[config.mk]
export PLATFORM = sky130hd
export DESIGN_NAME = shift_sub_divider
export DESIGN_NICKNAME = d
export VERILOG_FILES = /design/src/rtl/shift_sub_divider_pkg.sv /design/src/rtl/shift_sub_divider_step_sub.sv /design/src/rtl/shift_sub_divider.sv
export SDC_FILE = /design/constraint.sdc
export NUM_CORES = 1
export LEC_CHECK = 0
export ABC_AREA = 1
export CORE_ASPECT_RATIO = 0.6
export CORE_MARGIN = 2
export CORE_UTILIZATION = 40
export CTS_BUF_LIST = sky130_fd_sc_hd__clkbuf_4 sky130_fd_sc_hd__clkbuf_8
export CTS_CLUSTER_DIAMETER = 40
export DETAILED_ROUTE_END_ITERATION = 6
export PLACE_DENSITY = 0.62
export SETUP_SLACK_MARGIN = 0.1
export SYNTH_ARGS = -nofsm -noshare
export SYNTH_HDL_FRONTEND = slang
export SYNTH_SLANG_ARGS = --single-unit
export TNS_END_PERCENT = 20
[constraint.sdc]
create_clock -name clk_i -period 3.3 [get_ports clk_i]
set_input_delay 0.66 -clock clk_i [delete_from_list [all_inputs] [get_ports clk_i]]
set_output_delay 0.66 -clock clk_i [all_outputs]
set_load 0.005 [all_outputs]
[src/rtl/shift_sub_divider_pkg.sv]
// Shared types and next-state helpers for the restoring shift/subtract divider.
// Optional build macro: DIV_ZERO_DETECT_EN. When it is defined, a zero divisor
// finishes on the accept edge instead of running every step.
package div_types;

   localparam int width_p  = 8;
   localparam int iter_w_p = $clog2(width_p + 1);

   typedef logic [width_p-1:0]  operand_t;
   typedef logic [width_p:0]    rem_t;
   typedef logic [iter_w_p-1:0] iter_t;

   typedef enum logic [1:0] {
      IDLE  = 2'd0,
      SHIFT = 2'd1,
      SUB   = 2'd2,
      DONE  = 2'd3
   } dop_e;

   // Full architectural state; it is registered as one word.
   typedef struct packed {
      logic     ready;
      logic     done;
      logic     dz;
      dop_e     op;
      iter_t    iteration;
      operand_t m;
      rem_t     a;
      operand_t q;
   } dstate_s;

   // State after reset: idle, every register cleared, ready to accept.
   function automatic dstate_s reset_state();
      dstate_s s;
      s.ready     = 1'b1;
      s.done      = 1'b0;
      s.dz        = 1'b0;
      s.op        = IDLE;
      s.iteration = iter_t'(0);
      s.m         = operand_t'(0);
      s.a         = rem_t'(0);
      s.q         = operand_t'(0);
      return s;
   endfunction

   // State on an accepting edge: latch the operands and clear the partial remainder.
   function automatic dstate_s init_state(input operand_t dividend, input operand_t divisor);
      dstate_s s;
      s.ready     = 1'b0;
      s.done      = 1'b0;
      s.dz        = 1'b0;
      s.op        = SHIFT;
      s.iteration = iter_t'(0);
      s.m         = divisor;
      s.a         = rem_t'(0);
      s.q         = dividend;
`ifdef DIV_ZERO_DETECT_EN
      // A zero divisor jumps straight to the result that the full loop would produce.
      if (divisor == operand_t'(0)) begin
         s.ready = 1'b1;
         s.done  = 1'b1;
         s.dz    = 1'b1;
         s.op    = DONE;
         s.a     = {1'b0, dividend};
         s.q     = {width_p{1'b1}};
      end else begin
         s.dz    = 1'b0;
      end
`endif
      return s;
   endfunction

   // SHIFT: move {A,Q} left by one; the freed quotient bit is filled in SUB.
   function automatic dstate_s shift_state(input dstate_s cur);
      dstate_s s;
      s    = cur;
      s.op = SUB;
      s.a  = {cur.a[width_p-1:0], cur.q[width_p-1]};
      s.q  = {cur.q[width_p-2:0], 1'b0};
      return s;
   endfunction

   // SUB: take the trial-subtract result and quotient bit, then loop or finish.
   function automatic dstate_s sub_state(input dstate_s cur, input rem_t a_next, input logic q_bit);
      dstate_s s;
      s           = cur;
      s.a         = a_next;
      s.q[0]      = q_bit;
      s.iteration = cur.iteration + iter_t'(1);
      if (s.iteration == iter_t'(width_p)) begin
         s.op    = DONE;
         s.ready = 1'b1;
         s.done  = 1'b1;
      end else begin
         s.op    = SHIFT;
      end
      return s;
   endfunction

endpackage

[src/rtl/shift_sub_divider_step_sub.sv]
// One restoring-division step: trial subtract of the divisor from the
// partial remainder, keeping the old remainder when the difference is negative.
module div_step_sub
   import div_types::*;
(
   input  rem_t     a,
   input  operand_t m,
   output rem_t     a_next,
   output logic     q_bit
);

   rem_t diff_s;

   assign diff_s = a - {1'b0, m};

   // Restore mux: a set sign bit means the divisor did not fit.
   always_comb begin
      a_next = a;
      q_bit  = 1'b0;
      if (diff_s[width_p]) begin
         a_next = a;
         q_bit  = 1'b0;
      end else begin
         a_next = diff_s;
         q_bit  = 1'b1;
      end
   end

endmodule

[src/rtl/shift_sub_divider.sv]
// Sequential unsigned restoring divider with a start/ready/done handshake.
// Each quotient bit takes one SHIFT cycle and one SUB cycle.
// Optional build macro: DIV_ZERO_DETECT_EN (adds div_zero_o and an early finish for divisor 0).
module shift_sub_divider
   import div_types::*;
(
   input  logic     clk_i,
   input  logic     reset_n_i,
   input  operand_t dividend_i,
   input  operand_t divisor_i,
   input  logic     start_i,
   output logic     ready_o,
   output operand_t quotient_o,
   output operand_t remainder_o,
`ifdef DIV_ZERO_DETECT_EN
   output logic     div_zero_o,
`endif
   output logic     done_o
);

   dstate_s state_r;
   dstate_s next_s;
   rem_t    a_next_s;
   logic    q_bit_s;
   logic    accept_s;

   // A start request is honoured only while the unit reports ready (IDLE or DONE).
   assign accept_s = start_i & state_r.ready;

   div_step_sub u_step (
      .a      (state_r.a),
      .m      (state_r.m),
      .a_next (a_next_s),
      .q_bit  (q_bit_s)
   );

   // Next-state selection: one helper function per state.
   always_comb begin
      next_s = state_r;
      case (state_r.op)
         IDLE, DONE: begin
            if (accept_s) begin
               next_s = init_state(dividend_i, divisor_i);
            end else begin
               next_s = state_r;
            end
         end
         SHIFT:   next_s = shift_state(state_r);
         SUB:     next_s = sub_state(state_r, a_next_s, q_bit_s);
         default: next_s = reset_state();
      endcase
   end

   // State register; reset aborts any operation in progress at once.
   always_ff @(posedge clk_i or negedge reset_n_i) begin
      if (!reset_n_i) begin
         state_r <= reset_state();
      end else begin
         state_r <= next_s;
      end
   end

   // All outputs come straight from the registered state.
   assign ready_o     = state_r.ready;
   assign done_o      = state_r.done;
   assign quotient_o  = state_r.q;
   assign remainder_o = state_r.a[width_p-1:0];

`ifdef DIV_ZERO_DETECT_EN
   assign div_zero_o  = state_r.dz;
`else
   logic unused_dz_s;
   assign unused_dz_s = state_r.dz;
`endif

endmodule

==> metrics.md, run 1 <==
| Metric | Value |
|---|---|
| Yosys warns | 0 |
| R2R Setup Slk | 1.08 ns |
| Final setup skew | 0.00541 ns |
| Worst Setup Start Kind | register |
| Total wire length | between 4000 and 5000 um |
| WL/cell | 12.5 um |
| P_int | between 1000 and 1500 uW |
| Switching power of the nets | 1120 uW |
| Clock power share | 0.141 |
| Cts hold-fix bufs | 0 |
| Worst Path Max Fanout | 15 |
| TritonCTS clock tree | yes |
| Nets@finish | 337 |
| First-pass GRT wire length | approximately 8000 um |
| Cell Area, Placed | approximately 2500 um2 |
| Period utilization | 0.672 |
| Max frequency | 0.451 GHz |
| IO buf count | 36 |
| Status | complete, no violations |
| Layout area overhead | 18.4% |
| Sw frac | 0.466 |
| Syn Nets | 314 |
| Largest net degree at the start of global routing | 20 |
| CTS HTree Levels | 2 |
| Core ar. | 5130 um2 |
| Most Frequent Cell on Critical Path | inv_2 |
| Proportion of layout cells with a drive suffix above 1 | 0.0951 |
| Initial antenna violation count | 0 |
| Flop pwr share | 0.276 |
| Area leader, netlist | dfrtp_1 |
| Crit. End Element | register |
| Pwr dens | between 900 and 1000 nW/um2 |
| Slew of the pin with the lowest slew margin | 0.656 ns |
| Post-DP HPWL | 3660 um |
| Top Ports | 37 |
| Crit path DAT | ~2.4 ns |
| CP cell instances | inv_1 > ha_1 > inv_2 > a21oi_4 > inv_2 > nand2_4 > mux2_2 |
| Iteration-0 DRC Markers | 63 |
| Max-slew headroom | 0.561 |
| Clock-pin slew on the worst setup and hold paths | 0.07 ns |
| Final slew viol count | 0 |
| Total number of vias | between 1500 and 2000 |
| Setup CP Type | reg2reg |
| Critical path startpoint | state_r[29] |
| Worst skew pair latency | about 0.28 ns |
| VDD IR max | 0.382 mV |
| Die area | 6040 um2 |
| Comb pwr share | 0.583 |
| MaxCap Viol Count | 0 |
| Grt total ovfl | 0 |
| Post-CTS setup buffers | 0 |
| Share of the synthesized area in the top cell type | 0.370 |
| Drt drc | 0 |
| Worst reg-to-reg path cell count | 7 |
| Placer Congestion | between 0.8 and 0.9 |
| Seq cells post-synth | 33 |
| Total track usage | 0.169 |
| Number of buffers created by CTS | 5 |
| Syn avg cell area | 7.71 um2 |
| Start of the worst register-to-register path | state_r[29] |
| Slowest stage cell on the critical path | ha_1 |
| Worst stage delay on the critical path | 0.59 ns |
| Asr flop ratio synth | 1.00 |
| Final Hold Vio Count | 0 |
| Site Rows | 20 |
| N_diodes | 0 |
| Post-route cell area | 2560 um2 |
| HP Class | reg2reg |
| Post-CTS sizing | 0 |
| Worst setup endpoint | state_r[17] |
| Clock root buffer master | clkbuf_8 |
| Starting Density | 0.422 |
| Crit path required time | around 3.5 ns |
| Yosys cell types | 32 |
| Final min period | 2.22 ns |
| Static Leak | 0.00130 uW |
| Post-DRT Antenna Nets | 0 |
| Cell Area, Synth | approximately 2200 um2 |
| Total clock sinks | 33 |
| Worst r2r dst | state_r[17] |
| RSZ-0062 raised after global routing | false |
| Post-synth EDFFs | 0 |
| Max clock buf depth | 2 |
| Endpoints failing setup | 0 |
| Die Ht | 61 um |
| Synth area leaders | dfrtp_1 37%, nand2_1 13%, ha_1 7.5%, inv_1 6.6%, nand3_1 6.2% |
| DR vias/cell | 4.79 |
| Mapped Cells | 281 |
| Pre-antenna DRT Iters | 4 |
| Number of global-route vias before repair | 1662 |
| Register area share after synthesis | 0.382 |
| Setup_tns | 0 ns |
| Die outline width | 99.0 um |
| Top_reg_cell synth | dfrtp_1 |
| Fillers | 502 |
==> per-stage QoR <==
| stage | hold WS [ns] | utilization | cells | power (uW) | worst slack [ns] |
|---|---|---|---|---|---|
| finish | 0.475 | 0.500 | 371 | 2410 | 1.08 |
| global route | 0.513 | 0.500 | 371 | 2660 | 0.913 |
| CTS | 0.489 | 0.500 | 371 | 2440 | 1.05 |
| detailed placement | 0.472 | 0.480 | 363 | 2090 | 1.05 |
| global placement | 0.465 | 0.480 | 363 | 2050 | 1.09 |
| floorplan | 0.364 | - | 281 | 1770 | 1.48 |
==> worst min path at each step <==
stage                     cells past startpoint  startpoint      to
after global routing                          2      done_o  done_o
after global placement                        2      done_o  done_o
after CTS                                     2      done_o  done_o
after floorplan                               0   reset_n_i  done_o
after detailed placement                      2      done_o  done_o
final                                         2      done_o  done_o
==> power groups by stage <==
stage          clock network [uW]  logic (uW)  registers [uW]
2_1_floorplan                   0        1120             647
3_3_place_gp                    0        1380             671
3_5_place_dp                    0        1420             674
4_1_cts                       349        1420             668
5_1_grt                       368        1610             687
6_report                      340        1410             666
==> cells by family (layout without fill, tap and decap cells) <==
kind of cell	Yosys count	count (layout)	synth area share
flops	33	33	0.382
simple gates	129	129	0.276
fa+ha+maj	14	14	0.0843
xor+xnor	1	1	0.00404
buf+inv	63	87	0.144
mux	1	1	0.00520
compound gates	40	40	0.105
==> worst max-delay path, delay by kind of cell, from the launching register on <==
kind,cells,cell delay [ns]
muxes,1,0.35
and+or+nand+nor,1,0.18
DFF,1,0.40
buffers and inverters,3,0.34
adders and majority gates,1,0.59
AOI/OAI and AO/OA,1,0.25
==> state kept, by name (all words and copies together) (netlist names) <==
signal / cells
remainder_o: 8
done_o: 1
quotient_o: 8
ready_o: 1
state_r: 15
==> final cells by class <==
class | count | area (um2) | area share
timing repair buffer | 37 | 368 | 0.143
inverter | 42 | 158 | 0.0615
multi-input combinational | 185 | 1030 | 0.401
clock buffer | 7 | 96.3 | 0.0376
sequential | 33 | 827 | 0.323
clock inverter | 1 | 5.00 | 0.00195
tap | 66 | 82.6 | 0.0322
==> cells in the final DEF, fill, tap and decap left out, drive strengths merged <==
master | Yosys | routed
a21o | 1 | 1
fa | 1 | 1
mux2 | 1 | 1
inv | 42 | 42
dfrtp | 32 | 32
dfstp | 1 | 1
nand3b | 4 | 4
nand2 | 78 | 78
o21ai | 21 | 21
nand3 | 30 | 30
nor2 | 15 | 15
ha | 13 | 13
xor2 | 1 | 1
clkbuf | 0 | 7
or2 | 1 | 1
a22oi | 1 | 1
clkinv | 0 | 1
a21oi | 13 | 13
o221ai | 1 | 1
nand4 | 1 | 1
clkdlybuf4s50 | 0 | 36
buf | 21 | 1
o22ai | 3 | 3
==> layer usage <==
metal	track usage	up-vias	wire (um)
li1	-	928	-
met3	0.0438	2	255
met2	0.244	37	1780
met4	0.0176	0	13
met1	0.261	809	2600
met5	0	-	0
==> synth_stat cells (2+ instances only) <==
cell / instances
nand3_1: 27
nor2_1: 12
nand2_1: 73
o22ai_1: 3
o21ai_0: 14
inv_1: 38
a21oi_1: 11
nor2_2: 2
buf_4: 17
nand3_2: 2
dfrtp_1: 32
ha_1: 13
buf_2: 3
nand3b_1: 4
o21ai_1: 7
inv_2: 4
nand2_2: 4
No activity file was read; power rests on OpenSTA's default activity.
==> run 2: changes to the inputs <==
PLACE_DENSITY = 0.64   (was 0.62)
clock period = 1.9 ns   (was 3.3 ns; I/O delays follow)
==> metrics.md, run 2 (synthesis gave the netlist of run 1 again) <==
| Metric | Value |
|---|---|
| Status | complete, no violations |
| CTS HTree Levels | 2 (unchanged) |
| Die outline width | 99.0 um (unchanged) |
| Total clock sinks | 33 (unchanged) |
| TritonCTS clock tree | yes |
| Number of global-route vias before repair | 1720 (+3.5%) |
| R2R Setup Slk | 0.06 ns (-1.02 ns) |
| Setup CP Type | reg2reg |
| Max-slew headroom | 0.701 (+0.140) |
| MaxCap Viol Count | 0 (unchanged) |
| Starting Density | 0.422 (unchanged) |
| Storage element area | 827 um2 (unchanged) |
| Final slew viol count | 0 (unchanged) |
| Drt drc | 0 (unchanged) |
| Nets@finish | 359 (+6.5%) |
| P_int | 2570 uW (+100%) |
| Clock root buffer master | clkbuf_8 |
| Worst reg-to-reg path cell count | 13 (+6) |
| HP Class | reg2reg |
| Layout area overhead | 30.8% |
| Placer Congestion | 0.778 (-3.8%) |
| Layout Utilization | 0.552 (+0.0524) |
| VDD IR max | 0.593 mV (+55%) |
| Total track usage | 0.178 (+0.00930) |
| First-pass GRT wire length | 8290 um (+4.0%) |
| Family with the most delay on the worst path | simple AND/OR/NAND/NOR gates |
| Switching power of the nets | 2170 uW (+93%) |
| Comb pwr share | 0.640 (+0.057) |
| Worst r2r dst | remainder_o[6] |
| Setup_tns | 0 ns (unchanged) |
| Number of buffers created by CTS | 5 (unchanged) |
| Sw frac | 0.458 (-0.00787) |
| Fillers | 491 (-2.2%) |
| Flop pwr share | 0.239 (-0.037) |
| RSZ-0062 raised after global routing | true |
| Max clock buf depth | 2 (unchanged) |
| Worst setup endpoint | remainder_o[6] |
| Core ar. | 5130 um2 (unchanged) |
| Die Ht | 61 um (unchanged) |
| CP Depth | 13 (+6) |
| Largest reg by FF count | state_r |
| Multi-input logic area | 1130 um2 (+10%) |
| Top Ports | 37 (unchanged) |
| Clock-pin slew on the worst setup and hold paths | 0.07 ns (about the same) |
| Die area | 6040 um2 (unchanged) |
| Start of the worst register-to-register path | remainder_o[0] |
| Post-DP HPWL | 3770 um (+3.1%) |
| IO buf count | 36 (unchanged) |
| Iteration-0 DRC Markers | 83 (+32%) |
| WL/cell | 12.8 um (+2.1%) |
| Final Hold Vio Count | 0 (unchanged) |
| Worst Setup Start Kind | register |
| Endpoints failing setup | 0 (unchanged) |
| Pre-antenna DRT Iters | 4 (unchanged) |
| DR vias/cell | 4.82 (+0.67%) |
| Bufs and invs on worst path | 3 (unchanged) |
| Worst stage delay on the critical path | 0.37 ns (-0.22 ns) |
| Met3 wire len | 317 um (+24%) |
| Grt total ovfl | 0 (unchanged) |
| Initial antenna violation count | 0 (unchanged) |
| Proportion of layout cells with a drive suffix above 1 | 0.187 (+0.0915) |
| Max frequency | 0.545 GHz (+21%) |
| CP cell instances | inv_2 > ha_4 > fa_2 > inv_2 > nand2_4 > nand2_4 > nand3_4 > nand3_4 > nand3_4 > nand2_2 > inv_2 > nand2_1 > nand2_1 |
| Routed length on met2 | 1960 um (+10%) |
| Total wire length | 5040 um (+8.2%) |
| Commonest non-fill, non-tap cells in the layout | 70 x nand2_1, 36 x inv_1, 36 x clkdlybuf4s50_1, 32 x dfrtp_1, 25 x nand3_1 |
| Cell Area, Placed | 2620 um2 (+6.4%) |
| Worst skew pair latency | 0.29 ns (about the same) |
| Crit. End Element | register |
| Uppermost routed layer | met4 |
| Max reg flops | 15 (unchanged) |
| Met1 WL | 2700 um (+3.7%) |
| Post-route cell area | 2830 um2 (+10%) |
| Clock power share | 0.121 (-0.020) |
| Critical path startpoint | remainder_o[0] |
| Commonest non-fill, non-tap cell in the layout | nand2_1 |
| Crit path required time | 2.08 ns (-1.39 ns) |
| Final min period | 1.84 ns (-0.383 ns) |
| N_diodes | 0 (unchanged) |
| Total number of vias | 1894 (+6.6%) |
| Largest net degree at the start of global routing | 34 (+70%) |
| Final setup skew | 0.00868 ns (+0.00327 ns) |
| Slew of the pin with the lowest slew margin | 0.448 ns (-0.208 ns) |
| Crit path DAT | 2.02 ns (-0.37 ns) |
| Site Rows | 20 (unchanged) |
| Slowest stage cell on the critical path | dfrtp_1 |
| Period utilization | 0.966 (+0.294) |
| Worst Path Max Fanout | 7 (-8) |
| Cts hold-fix bufs | 0 (unchanged) |
| Static Leak | 0.00144 uW (+11%) |
| Pwr dens | 1680 nW/um2 (+78%) |
| Post-DRT Antenna Nets | 0 (unchanged) |
==> run 2: power groups by stage <==
| stage | registers [uW] | logic [uW] | clock network [uW] |
|---|---|---|---|
| final | 1130 | 3040 | 575 |
| after detailed placement | 1140 | 2810 | 0 |
| after CTS | 1130 | 2910 | 582 |
| after global routing | 1160 | 3440 | 604 |
| after floorplan | 1120 | 1950 | 0 |
| after global placement | 1140 | 2750 | 0 |
==> run 2: worst min-delay path by stage <==
stage | startpoint | endpoint | cells past startpoint
after global placement | done_o | done_o | 2
after floorplan | reset_n_i | done_o | 0
after CTS | done_o | done_o | 2
final | done_o | done_o | 2
after global routing | done_o | done_o | 2
after detailed placement | done_o | done_o | 2
==> run 2: stage by stage <==
stage                     std cells  worst slack, ns  hold slack (ns)  total power [uW]
final                           393           0.0649            0.482              4750
after global routing            393          -0.0442            0.509              5210
after CTS                       391           0.0948            0.490              4620
after detailed placement        383          -0.0514            0.473              3950
after global placement          383         -0.00930            0.462              3890
after floorplan                 281            0.120           0.0844              3070
==> run 2: worst min-delay path, cell delays in order, from the launching register on <==
cell,delay [ns]
dfrtp_1,0.35
nand2_1,0.06
nand2_1,0.05
==> run 2: final cells by class <==
| type | instances | area share |
|---|---|---|
| repair buffers | 58 | 0.189 |
| clock buffers | 8 | 0.0322 |
| multi-input cells | 186 | 0.401 |
| inverters | 42 | 0.0565 |
| flip-flops and latches | 33 | 0.292 |
| well taps | 66 | 0.0292 |
==> run 2: repair_timing <==
item	4_1_cts	5_1_grt
setup endpoints to repair	10	24
gates resized for setup	10	17
cloned	0	1
buffers inserted	0	1
pin swaps	4	8
endpoints found under the hold margin	0	0
==> run 2: routing by layer <==
metal | vias up | GRT usage
li1 | 980 | -
met1 | 855 | 0.265
met2 | 51 | 0.251
met3 | 8 | 0.0530
met4 | 0 | 0.0509
met5 | - | 0
